File: config.mk
export PLATFORM = sky130hd
export DESIGN_NAME = wide_adder_ctrl
export DESIGN_NICKNAME = d
export VERILOG_FILES = /design/src/rtl/adder_ctrl_pkg.sv /design/src/rtl/adder_8bit.sv /design/src/rtl/wide_adder_ctrl.sv
export SDC_FILE = /design/constraint.sdc
export NUM_CORES = 1
export LEC_CHECK = 0
export ABC_AREA = 1
export ABC_CLOCK_PERIOD_IN_PS = 3200
export BUFFER_PORTS_ARGS = -buffer_cell sky130_fd_sc_hd__buf_2
export CORE_MARGIN = 4
export CORE_UTILIZATION = 44
export CTS_CLUSTER_SIZE = 30
export DETAILED_ROUTE_END_ITERATION = 8
export HOLD_SLACK_MARGIN = 0.12
export SLEW_MARGIN = 25
export SYNTH_ARGS = -nofsm -noshare
export SYNTH_HDL_FRONTEND = slang
export SYNTH_HIERARCHICAL = 1
export SYNTH_SLANG_ARGS = --single-unit
File: constraint.sdc
create_clock -name clk -period 3.2 [get_ports clk]
set_input_delay 0.48 -clock clk [delete_from_list [all_inputs] [get_ports clk]]
set_output_delay 0.48 -clock clk [all_outputs]
set_load 0.02 [all_outputs]
File: src/rtl/adder_ctrl_pkg.sv
// Shared types and constants for the byte-serial wide adder sequencer.
package adder_ctrl_pkg;
    typedef enum logic [1:0] {
        IDLE = 2'd0,
        ADD  = 2'd1,
        DONE = 2'd2
    } ctrl_state_t;

    localparam int BYTE_BITS = 8;
endpackage

File: src/rtl/adder_8bit.sv
// Existing 8-bit datapath adder: unsigned sum with carry-in, overflow is the carry out.
module adder_8bit
    import adder_ctrl_pkg::*;
(
    input  logic [BYTE_BITS-1:0] a,
    input  logic [BYTE_BITS-1:0] b,
    input  logic                 carry_in,
    output logic [BYTE_BITS-1:0] sum,
    output logic                 overflow
);
    assign {overflow, sum} = {1'b0, a} + {1'b0, b} + {{BYTE_BITS{1'b0}}, carry_in};
endmodule

File: src/rtl/wide_adder_ctrl.sv
// Sequences one shared adder_8bit over NUM_BYTES cycles, LSB byte first, chaining carry,
// to add two NUM_BYTES*8-bit operands.
module wide_adder_ctrl
    import adder_ctrl_pkg::*;
#(
    parameter  int NUM_BYTES = 4,
    localparam int W         = NUM_BYTES * BYTE_BITS
) (
    input  logic         clk,
    input  logic         n_rst,
    input  logic         start,
    input  logic [W-1:0] a,
    input  logic [W-1:0] b,
    input  logic         carry_in,
    output logic         busy,
    output logic         done,
    output logic [W-1:0] sum,
    output logic         overflow,
    output ctrl_state_t  dbg_state
);
    localparam int IDX_W = (NUM_BYTES > 1) ? $clog2(NUM_BYTES) : 1;
    localparam logic [IDX_W-1:0] LAST_IDX = IDX_W'(NUM_BYTES - 1);

    typedef logic [NUM_BYTES-1:0][BYTE_BITS-1:0] bytes_t;

    ctrl_state_t          state;
    bytes_t               a_lat;
    bytes_t               b_lat;
    bytes_t               partial;
    bytes_t               partial_next;
    logic [IDX_W-1:0]     idx;
    logic                 carry_reg;
    logic [BYTE_BITS-1:0] byte_a;
    logic [BYTE_BITS-1:0] byte_b;
    logic [BYTE_BITS-1:0] byte_sum;
    logic                 byte_ovf;

    // Handshake: start is taken on any rising edge where the FSM is IDLE or DONE;
    // done pulses for one cycle with sum/overflow valid, and start while busy is dropped.

    always_comb begin
        byte_a       = '0;
        byte_b       = '0;
        partial_next = partial;
        for (int i = 0; i < NUM_BYTES; i++) begin
            if (idx == IDX_W'(i)) begin
                byte_a          = a_lat[i];
                byte_b          = b_lat[i];
                partial_next[i] = byte_sum;
            end
        end
    end

    adder_8bit u_adder (
        .a        (byte_a),
        .b        (byte_b),
        .carry_in (carry_reg),
        .sum      (byte_sum),
        .overflow (byte_ovf)
    );

    always_ff @(posedge clk or negedge n_rst) begin
        if (!n_rst) begin
            state     <= IDLE;
            a_lat     <= '0;
            b_lat     <= '0;
            partial   <= '0;
            idx       <= '0;
            carry_reg <= 1'b0;
            busy      <= 1'b0;
            done      <= 1'b0;
            sum       <= '0;
            overflow  <= 1'b0;
        end else begin
            done <= 1'b0;
            case (state)
                IDLE, DONE: begin
                    if (start) begin
                        a_lat     <= a;
                        b_lat     <= b;
                        carry_reg <= carry_in;
                        idx       <= '0;
                        partial   <= '0;
                        busy      <= 1'b1;
                        state     <= ADD;
                    end else begin
                        state <= IDLE;
                    end
                end
                ADD: begin
                    partial   <= partial_next;
                    carry_reg <= byte_ovf;
                    if (idx == LAST_IDX) begin
                        // Result becomes visible only as a whole, on the final byte.
                        sum      <= partial_next;
                        overflow <= byte_ovf;
                        busy     <= 1'b0;
                        done     <= 1'b1;
                        state    <= DONE;
                    end else begin
                        idx <= idx + 1'b1;
                    end
                end
                default: state <= IDLE;
            endcase
        end
    end

    assign dbg_state = state;
endmodule

==> impl_metrics.tcl, run 1 <==
set metrics [dict create \
    status "finished, final reports clean" \
    crit_family "adder cells" \
    synthCells 791 \
    synth_top_area_share_pct 51.8 \
    r2r_cells 19 \
    critPathSlowestCell "fa_1" \
    ys_ff_latch 128 \
    fin_skew_ps 6.62 \
    hold_viol 0 \
    clock_sinks 128 \
    root_buffer "clkbuf_16" \
    worstPathBufferInverterCount 2 \
    grt_use_met1_pct 27.6 \
    largestRegisters "a_lat (32), b_lat (32), sum (32)" \
    synth-simple-area-share_pct 29.4 \
    via_per_inst 4.98 \
    drv_cap 0 \
    crit_start "idx[1]" \
    synthAdderAreaFrac_pct 2.87 \
    rows 43 \
    synth-compound-area-share_pct 8.09 \
    grt_usage_pct 20.7 \
    syn_to_final_growth_pct 19.8 \
    worst_pin_slew_ps 846 \
    avgRoutedWirePerCell_um 14.8 \
    clk_latency_ps 420 \
    grt_pass1_wl_um 26100 \
    clk_pin_slew_ps 50 \
    yosys_warnings 6 \
    dr.pass1.iters 6 \
    end_kind "flip-flop" \
    die_w_um 127 \
    r2r_start "idx[1]" \
    drv_slew 0 \
    grt_setup_unrepaired "no" \
    required_ps 3480 \
    syn_area_per_cell_um2 7.82 \
    synth.largest_area_cell "dfrtp_1" \
    crit_path_start_kind "flip-flop" \
    antenna_cells 0 \
    synthXorXnorAreaFrac_pct 0.425 \
    numPortBuffers 104 \
    final_layout_size_suffix_gt1_share_pct 17.9 \
    syn_nets 872 \
    holdCritStartpoint "b[14]" \
    drt-initial-drc-count 295 \
    use_met3_pct 4.42 \
    synthMuxAreaShare_pct 0 \
    cts_tree "yes" \
    die_h_um 127 \
    cpMostUsedCell "nand2_1" \
    wirelength_um 15800 \
    fin_setup_tns_ps 0 \
    use_met2_pct 32.1 \
    p_per_area_nw_per_um2 1290 \
    cts_buffer_depth 2 \
    busiest_layer "met2" \
    core_area_um2 13800 \
    synth_cell_types 26 \
    crit_type "flip-flop to flip-flop" \
    postRouteAntennaNets 0 \
    hold_class "input port to flip-flop" \
    max-slew-margin-rel_pct 43.6 \
    finalCritPeriodShare_pct 91.7 \
    cts_buffers 17 \
    ir_drop_mv 0.564 \
    synth_top_family_by_area "simple AND/OR/NAND/NOR gates" \
    dp_hpwl_um 11000 \
    vias 5349 \
    drc_errors 0 \
    r2r_setup_slack_ps 270 \
    p_leak_nw 4.09 \
    ys_seq_area_share_pct 51.8 \
    overflow 0 \
    initial_core_util_pct 44.7 \
    cp_num_cells 19 \
    htreeDepth 4 \
    final_cell_mix "nand2_1 (338), dfrtp_1 (128), buf_2 (103)" \
    antenna_found_initial 0 \
    dieArea_um2 16000 \
    final_util_pct 53.6 \
    cpPeakStageDelay_ps 460 \
    cp_data_arrival_time_ps 3210 \
    cts_setup_buffers 0 \
    grt_max_degree 86 \
    yosys-top-cells-area "dfrtp_1 (52%), nand2_1 (21%), nand3_1 (5.8%)" \
    layout_commonest_cell "nand2_1" \
    synthesis.area_um2 6180 \
    ios 105 \
    period_minus_slack_ps 2930 \
    setup_viol 0 \
    gp_congestion 0.811 \
    final_nets 962 \
    crit_fanout 5 \
    grt_pass1_vias 5262 \
    worstPathCellList "inv_1 > ha_1 > inv_1 > nand3_1 > nand2_1 > nand2_1 > nand2_1 > fa_1 > fa_1 > nand2_1 > nand2_1 > nand3b_4 > nand2_1 > nand2_1 > nand2_1 > nand2_1 > o21ai_0 > nand2_1 > o21ai_0" \
    max_freq_mhz 341 \
    holdPathStages 3 \
]
## where the power goes
group	internal, mW	switching, mW
Sequential	2.34	0.361
Combinational	1.61	3.30
Clock	1.25	0.661
## worst min-delay path: cells and delay by family
kind	cells	cell delay, ps
and+or+nand+nor	2	120
buffers and inverters	1	70
## worst paths after layout
kind | end
max | partial[6]
min | b_lat[14]
max reg2reg | partial[6]
min reg2reg | busy
max in group asynchronous | b_lat[28]
min in group asynchronous | done
## cells in the mapped netlist
| cell type | n |
|---|---|
| nand2_1 | 338 |
| dfrtp_1 | 128 |
| nand3_1 | 72 |
| inv_1 | 56 |
| a21oi_1 | 51 |
| o21ai_0 | 47 |
| buf_2 | 26 |
| nor2_1 | 18 |
| clkbuf_1 | 15 |
| ha_1 | 11 |
| nand2_2 | 5 |
| buf_4 | 3 |
| inv_2 | 3 |
| buf_6 | 2 |
| fa_1 | 2 |
| o21ai_1 | 2 |
| or2_4 | 2 |
| xnor2_1 | 2 |
| buf_1 | 1 |
| nand2_4 | 1 |
| nand3_2 | 1 |
| nand3b_1 | 1 |
| nand3b_4 | 1 |
| nor2_2 | 1 |
| nor2_8 | 1 |
| xor2_1 | 1 |
## per-stage QoR
| step | cells | power [mW] | hold slack (ps) | setup WS, ps | cell area (um2) |
|---|---|---|---|---|---|
| final | 1074 | 9.52 | 294 | 267 | 7410 |
| after CTS | 1074 | 9.60 | 267 | 255 | 7410 |
| after floorplan | 791 | 6.18 | 184 | 209 | 6180 |
| after global routing | 1074 | 10.4 | 294 | 14.0 | 7410 |
| after detailed placement | 1041 | 7.63 | 456 | 268 | 6810 |
| after global placement | 1041 | 7.50 | 452 | 373 | 6810 |
## metal layers
metal  routed length (um)  share of wire [%]  vias to the layer above
met5                    0                  0                        -
met4                  559                3.5                        0
met3                  801                5.1                       37
met2                 7350                 46                      157
met1                 7140                 45                     2498
li1                     -                  -                     2657
## logic make-up after synthesis
logic type	Yosys count
AND/OR/NAND/NOR	441
adder cells (fa/ha/maj)	13
AO/OA/AOI/OAI	100
XOR/XNOR	3
flip-flops	128
buffers and inverters	106
## final cells by class
cell class	instances	area [um2]
Multi-Input combinational cell	557	2530
Fill cell	1365	6420
Clock buffer	27	513
Inverter	59	221
Clock inverter	5	75.1
Sequential cell	128	3200
Timing Repair Buffer	118	643
Tap cell	180	225
## timing repair
item | CTS | global route
hold buffers | 1 | 0
gates resized for setup | 0 | 1
hold endpoints to repair | 40 | 0
endpoints found under the setup margin | 0 | 7
Power figures use the tool's default switching activity.
==> inputs of run 2 (changes only) <==
- PLACE_DENSITY: default -> 0.64
==> run 2 against run 1 <==
Combinational power is 1% lower. Setup slack better by 86 ps. Hold slack worse by 2.4 ps. Via count is 3.5% lower. Clock skew hardly changed. Sequential power hardly changed. Clock power hardly changed. Wire length is 5.4% lower. Fmax is 3.0% higher. Final cell count is 0.19% higher. Total power is 0.66% lower.
==> impl_metrics.tcl, run 2 (synthesized netlist as in run 1, its figures left out) <==
set metrics [dict create \
    clk_pin_slew_ps 60 \
    ir_drop_mv 0.613 \
    fin_skew_ps 6.45 \
    initial_core_util_pct 44.7 \
    drt-initial-drc-count 341 \
    regArea_um2 3200 \
    layout_commonest_cell "nand2_1" \
    fillCellCount 1365 \
    grt_usage_pct 20.3 \
    dp_hpwl_um 10700 \
    p_per_area_nw_per_um2 1270 \
    cp_data_arrival_time_ps 3120 \
    p_int_mw 5.19 \
    place_ws_ps 265 \
    multi_input_comb_area_um2 2530 \
    p_total_mw 9.46 \
    overflow 0 \
    dr.pass1.iters 4 \
    root_buffer "clkbuf_16" \
    final_layout_size_suffix_gt1_share_pct 18.5 \
    clock_sinks 128 \
    grt_pass1_wl_um 25900 \
    grt_pass1_vias 5179 \
    setup_viol 0 \
    die_h_um 127 \
    seqPwrFrac_pct 28.5 \
    final_cell_mix "nand2_1 (338), dfrtp_1 (128), buf_2 (103)" \
    drv_cap 0 \
    crit_fanout 5 \
    gp_congestion 0.911 \
    p_leak_nw 4.10 \
    finalNonFillerCells 1076 \
    cts_buffer_depth 2 \
    cts_tree "yes" \
    r2r_cells 19 \
    holdCritStartpoint "b[3]" \
    rr_endpoint "partial[22]" \
    worst_pin_slew_ps 884 \
    dieArea_um2 16000 \
    r2r_start "idx[1]" \
    crit_type "flip-flop to flip-flop" \
    die_w_um 127 \
    grt_max_degree 51 \
    switching_share_pct 45.1 \
    fin_setup_tns_ps 0 \
    pwr-share-comb_pct 51.5 \
    final_nets 964 \
    r2r_setup_slack_ps 350 \
    drv_slew 0 \
    period_minus_slack_ps 2850 \
    max_freq_mhz 351 \
    clk_latency_ps 410 \
    max-slew-margin-rel_pct 41.0 \
    antenna_found_initial 0 \
    rows 43 \
    power_switching_mw 4.27 \
    min_to "b_lat[3]" \
    syn_to_final_growth_pct 20.3 \
    postRouteAntennaNets 0 \
    drc_errors 0 \
    finalCritPeriodShare_pct 89.0 \
    hold_class "input port to flip-flop" \
    via_per_inst 4.80 \
    crit_path_start_kind "flip-flop" \
    dp.cells 1043 \
    ios 105 \
    fin_ws_ps 352 \
    avgRoutedWirePerCell_um 13.9 \
    core_area_um2 13800 \
    numPortBuffers 104 \
    end_kind "flip-flop" \
    holdPathStages 3 \
    required_ps 3480 \
    hold_viol 0 \
    vias 5164 \
    wirelength_um 15000 \
    p_clk_share_pct 20.0 \
    htreeDepth 4 \
    largestRegisters "a_lat (32), b_lat (32), sum (32)" \
    cts_buffers 17 \
    antenna_cells 0 \
    grt_setup_unrepaired "no" \
    status "finished, final reports clean" \
]
-- run 2: changes by cell type in the layout (fill, tap and decap cells not counted), moves of 2 or more --
cell / previous run / this run
clkbuf_1: 5 / 3
clkbuf_8: 5 / 3
clkinv_4: 0 / 2
clkinvlp_4: 0 / 2
-- run 2: repair_timing --
item | CTS | global route
endpoints found under the setup margin | 0 | 8
gates resized for setup | 0 | 3
hold buffers | 1 | 0
buffers inserted | 0 | 0
endpoints found under the hold margin | 41 | 0
-- run 2: critical path: stages, from the launching register on --
cell	delay [ps]
dfrtp_1	410
inv_1	90
ha_2	220
inv_1	80
nand3_1	60
nand2_1	50
nand2_1	60
nand2_1	70
fa_1	460
fa_2	370
nand2_1	70
nand2_1	100
nand3b_4	90
nand2_1	70
nand2_1	70
nand2_1	110
nand2_1	80
o21ai_0	100
nand2_1	70
o21ai_0	80
-- run 2: stage by stage --
step,util [%],hold WS [ps],area (um2)
6_report,53.8,292,7440
3_5_place_dp,49.4,460,6840
5_1_grt,53.8,282,7440
2_1_floorplan,-,184,6180
4_1_cts,53.7,277,7430
3_3_place_gp,49.4,456,6840
-- run 2: how the worst max path moves through the flow --
stage / startpoint / endpoint / slack [ps] / cells after the start
2_1_floorplan: idx[0] / partial[6] / 210 / 19
3_3_place_gp: idx[0] / partial[22] / 360 / 18
3_5_place_dp: idx[0] / partial[22] / 270 / 18
4_1_cts: idx[0] / partial[6] / 250 / 18
5_1_grt: idx[1] / partial[22] / 20 / 19
6_report: idx[1] / partial[22] / 350 / 19
-- run 2: layout make-up --
type | instances | area share (%)
flip-flops and latches | 128 | 43.1
well taps | 180 | 3.03
repair buffers | 120 | 9.02
inverters | 59 | 2.98
multi-input cells | 557 | 34.0
clock buffers | 23 | 6.43
clock inverters | 9 | 1.45
-- run 2: routing by layer --
metal / GRT usage, % / routed length (um) / up-vias
li1: - / - / 2663
met1: 28.3 / 7000 / 2366
met2: 30.8 / 7010 / 120
met3: 4.97 / 723 / 15
met4: 7.44 / 267 / 0
met5: 0 / 0 / -
-- run 2: power groups by stage --
| stage | combinational, mW | clock, mW | sequential (mW) |
|---|---|---|---|
| after floorplan | 3.34 | 0 | 2.85 |
| after global placement | 4.83 | 0 | 2.70 |
| after detailed placement | 4.89 | 0 | 2.72 |
| after CTS | 4.93 | 1.93 | 2.70 |
| after global routing | 5.66 | 2.01 | 2.79 |
| final | 4.87 | 1.89 | 2.70 |
==> inputs of run 3 (changes only) <==
- SYNTH_HIERARCHICAL: 1 -> default
==> run 3 against run 2 <==
Sequential share of layout area up 1.3 points. Die area shrank 2.2%. Utilization grew 0.32 points. Non-clock buffer count shrank 3. Critical path type unchanged. Largest power group unchanged.
==> impl_metrics.tcl, run 3 <==
set metrics [dict create \
    status "finished, final reports clean" \
    hold_slack_ps 180 \
    drc_errors 0 \
    initial_core_util_pct 45.3 \
    grt_pass1_vias 5113 \
    hold_class "input port to async pin" \
    cts_setup_buffers 0 \
    finalCritPeriodShare_pct 93.1 \
    synth_ff_type "dfrtp_1" \
    crit_type "flip-flop to flip-flop" \
    synth_cell_types 28 \
    drv_cap 0 \
    async_flop_share_pct 100 \
    die_h_um 125 \
    syn_area_per_cell_um2 7.94 \
    place_ws_ps 146 \
    rows 42 \
    fin_setup_tns_ps 0 \
    p_per_area_nw_per_um2 1320 \
    critPathSlowestCell "fa_1" \
    layout_commonest_cell "nand2_1" \
    p_leak_nw 3.98 \
    crit_family "adder cells" \
    cpPeakStageDelay_ps 460 \
    core_area_um2 13300 \
    postRouteAntennaNets 0 \
    avgRoutedWirePerCell_um 14.4 \
    cts_buffer_depth 2 \
    overflow 0 \
    max_freq_mhz 336 \
    synth_top_area_share_pct 53.0 \
    clk_pin_slew_ps 50 \
    fin_ws_ps 220 \
    worstPathCellList "inv_1 > ha_2 > nand2_1 > o21ai_0 > nand2_1 > nand2_1 > o21ai_0 > fa_1 > fa_2 > or2_2 > and2_1 > nand2_1 > o21ai_0 > o21ai_0" \
    required_ps 3530 \
    final_layout_size_suffix_gt1_share_pct 19.8 \
    cp_data_arrival_time_ps 3310 \
    dp_hpwl_um 10300 \
    dr.pass1.iters 5 \
    dieArea_um2 15700 \
    antenna_found_initial 0 \
    syn_nets 842 \
    synth_most_common_cell "nand2_1" \
    largestRegisters "a_lat (32), b_lat (32), sum (32)" \
    syn_to_final_growth_pct 19.6 \
    final_nets 936 \
    crit_fanout 5 \
    clock_sinks 128 \
    yosys_warnings 0 \
    grt_max_degree 129 \
    period_minus_slack_ps 2980 \
    gp_congestion 0.866 \
    setup_viol 0 \
    cts_tree "yes" \
    final_cell_mix "nand2_1 (346), dfrtp_1 (128), buf_2 (103)" \
    drv_slew 0 \
    worstPathBufferInverterCount 1 \
    hold_viol 0 \
    ys_ff_latch 128 \
    die_w_um 125 \
    end_kind "flip-flop" \
    synthTopCellsByCount "nand2_1 (346), dfrtp_1 (128), nand3_1 (58), o21ai_0 (50), a21oi_1 (37)" \
    htreeDepth 4 \
    worst_pin_slew_ps 794 \
    wirelength_um 15000 \
    ys_seq_area_share_pct 53.0 \
    numPortBuffers 104 \
    fillCellCount 1311 \
    via_per_inst 4.93 \
    yosys-top-cells-area "dfrtp_1 (53%), nand2_1 (21%), nand3_1 (4.8%)" \
    clk_latency_ps 420 \
    ios 105 \
    antenna_cells 0 \
    grt_usage_pct 19.7 \
    ir_drop_mv 0.590 \
    synth_edf_count 0 \
    synthesis.area_um2 6040 \
    cts_buffers 17 \
    fin_skew_ps 5.74 \
    final_util_pct 54.1 \
    grt_pass1_wl_um 25000 \
    crit_path_start_kind "flip-flop" \
    grt_setup_unrepaired "no" \
    vias 5148 \
    p_total_mw 9.53 \
    synth.largest_area_cell "dfrtp_1" \
    max-slew-margin-rel_pct 47.1 \
    root_buffer "clkbuf_16" \
    synthCells 761 \
    drt-initial-drc-count 379 \
]
[run 3: area by class of cell]
| cell class | count | area (um2) | area share (%) |
|---|---|---|---|
| tap | 176 | 220 | 3.05 |
| clock buffer | 21 | 460 | 6.37 |
| timing repair buffer | 117 | 633 | 8.76 |
| sequential | 128 | 3200 | 44.3 |
| inverter | 40 | 154 | 2.13 |
| multi-input combinational | 551 | 2490 | 34.4 |
| clock inverter | 11 | 66.3 | 0.918 |
[run 3: cell families (layout without fill, tap and decap cells)]
family                     after synthesis  count (layout)  share of synthesized area [%]
AOI/OAI and AO/OA                       92              92                           7.81
xor gates and xnor gates                 2               2                          0.290
adders and majority gates               13              13                           2.94
buffers and inverters                   82             189                           5.90
DFF                                    128             128                           53.0
and+or+nand+nor                        444             444                           30.0
[run 3: worst register-to-register path, cell delays in order (launching register included)]
cell and delay (ps):
dfrtp_1 400, inv_1 130, ha_2 250, nand2_1 60
o21ai_0 140, nand2_1 90, nand2_1 60, o21ai_0 130
fa_1 460, fa_2 390, or2_2 270, and2_1 190
nand2_1 70, o21ai_0 90, o21ai_0 180
[run 3: timing repair]
action                     4_1_cts  5_1_grt
setup endpoints to repair        0       18
hold buffers                     0        0
gates resized for setup          0        4
[run 3: through the flow]
step / area (um2) / instances
after floorplan: 6040 / 761
after global placement: 6690 / 1012
after detailed placement: 6690 / 1012
after CTS: 7220 / 1044
after global routing: 7220 / 1044
final: 7220 / 1044
[run 3: where the power goes]
part / internal, mW / switching, mW / total, mW / leakage (nW)
Sequential: 2.40 / 0.423 / 2.83 / 1.58
Clock: 1.02 / 0.696 / 1.71 / 0.258
Combinational: 1.69 / 3.30 / 4.99 / 2.13
Total: 5.11 / 4.41 / 9.53 / 3.98
[run 3: worst paths after layout]
check / slack (ps) / start / end / depth (start not counted)
min in group clk: 250 / a[7] / a_lat[7] / 3
hold / removal: 180 / n_rst / sum[0] / 2
hold reg to reg: 460 / busy / busy / 2
setup / recovery: 220 / idx[0] / partial[18] / 14
setup reg to reg: 220 / idx[0] / partial[18] / 14
max in group asynchronous: 2550 / n_rst / b_lat[18] / 2
[run 3: layer usage]
metal  track usage (%)  wire length, um
met4              6.63              207
met1              26.9             7230
met3              5.12              721
met2              30.8             6820
met5                 0                0
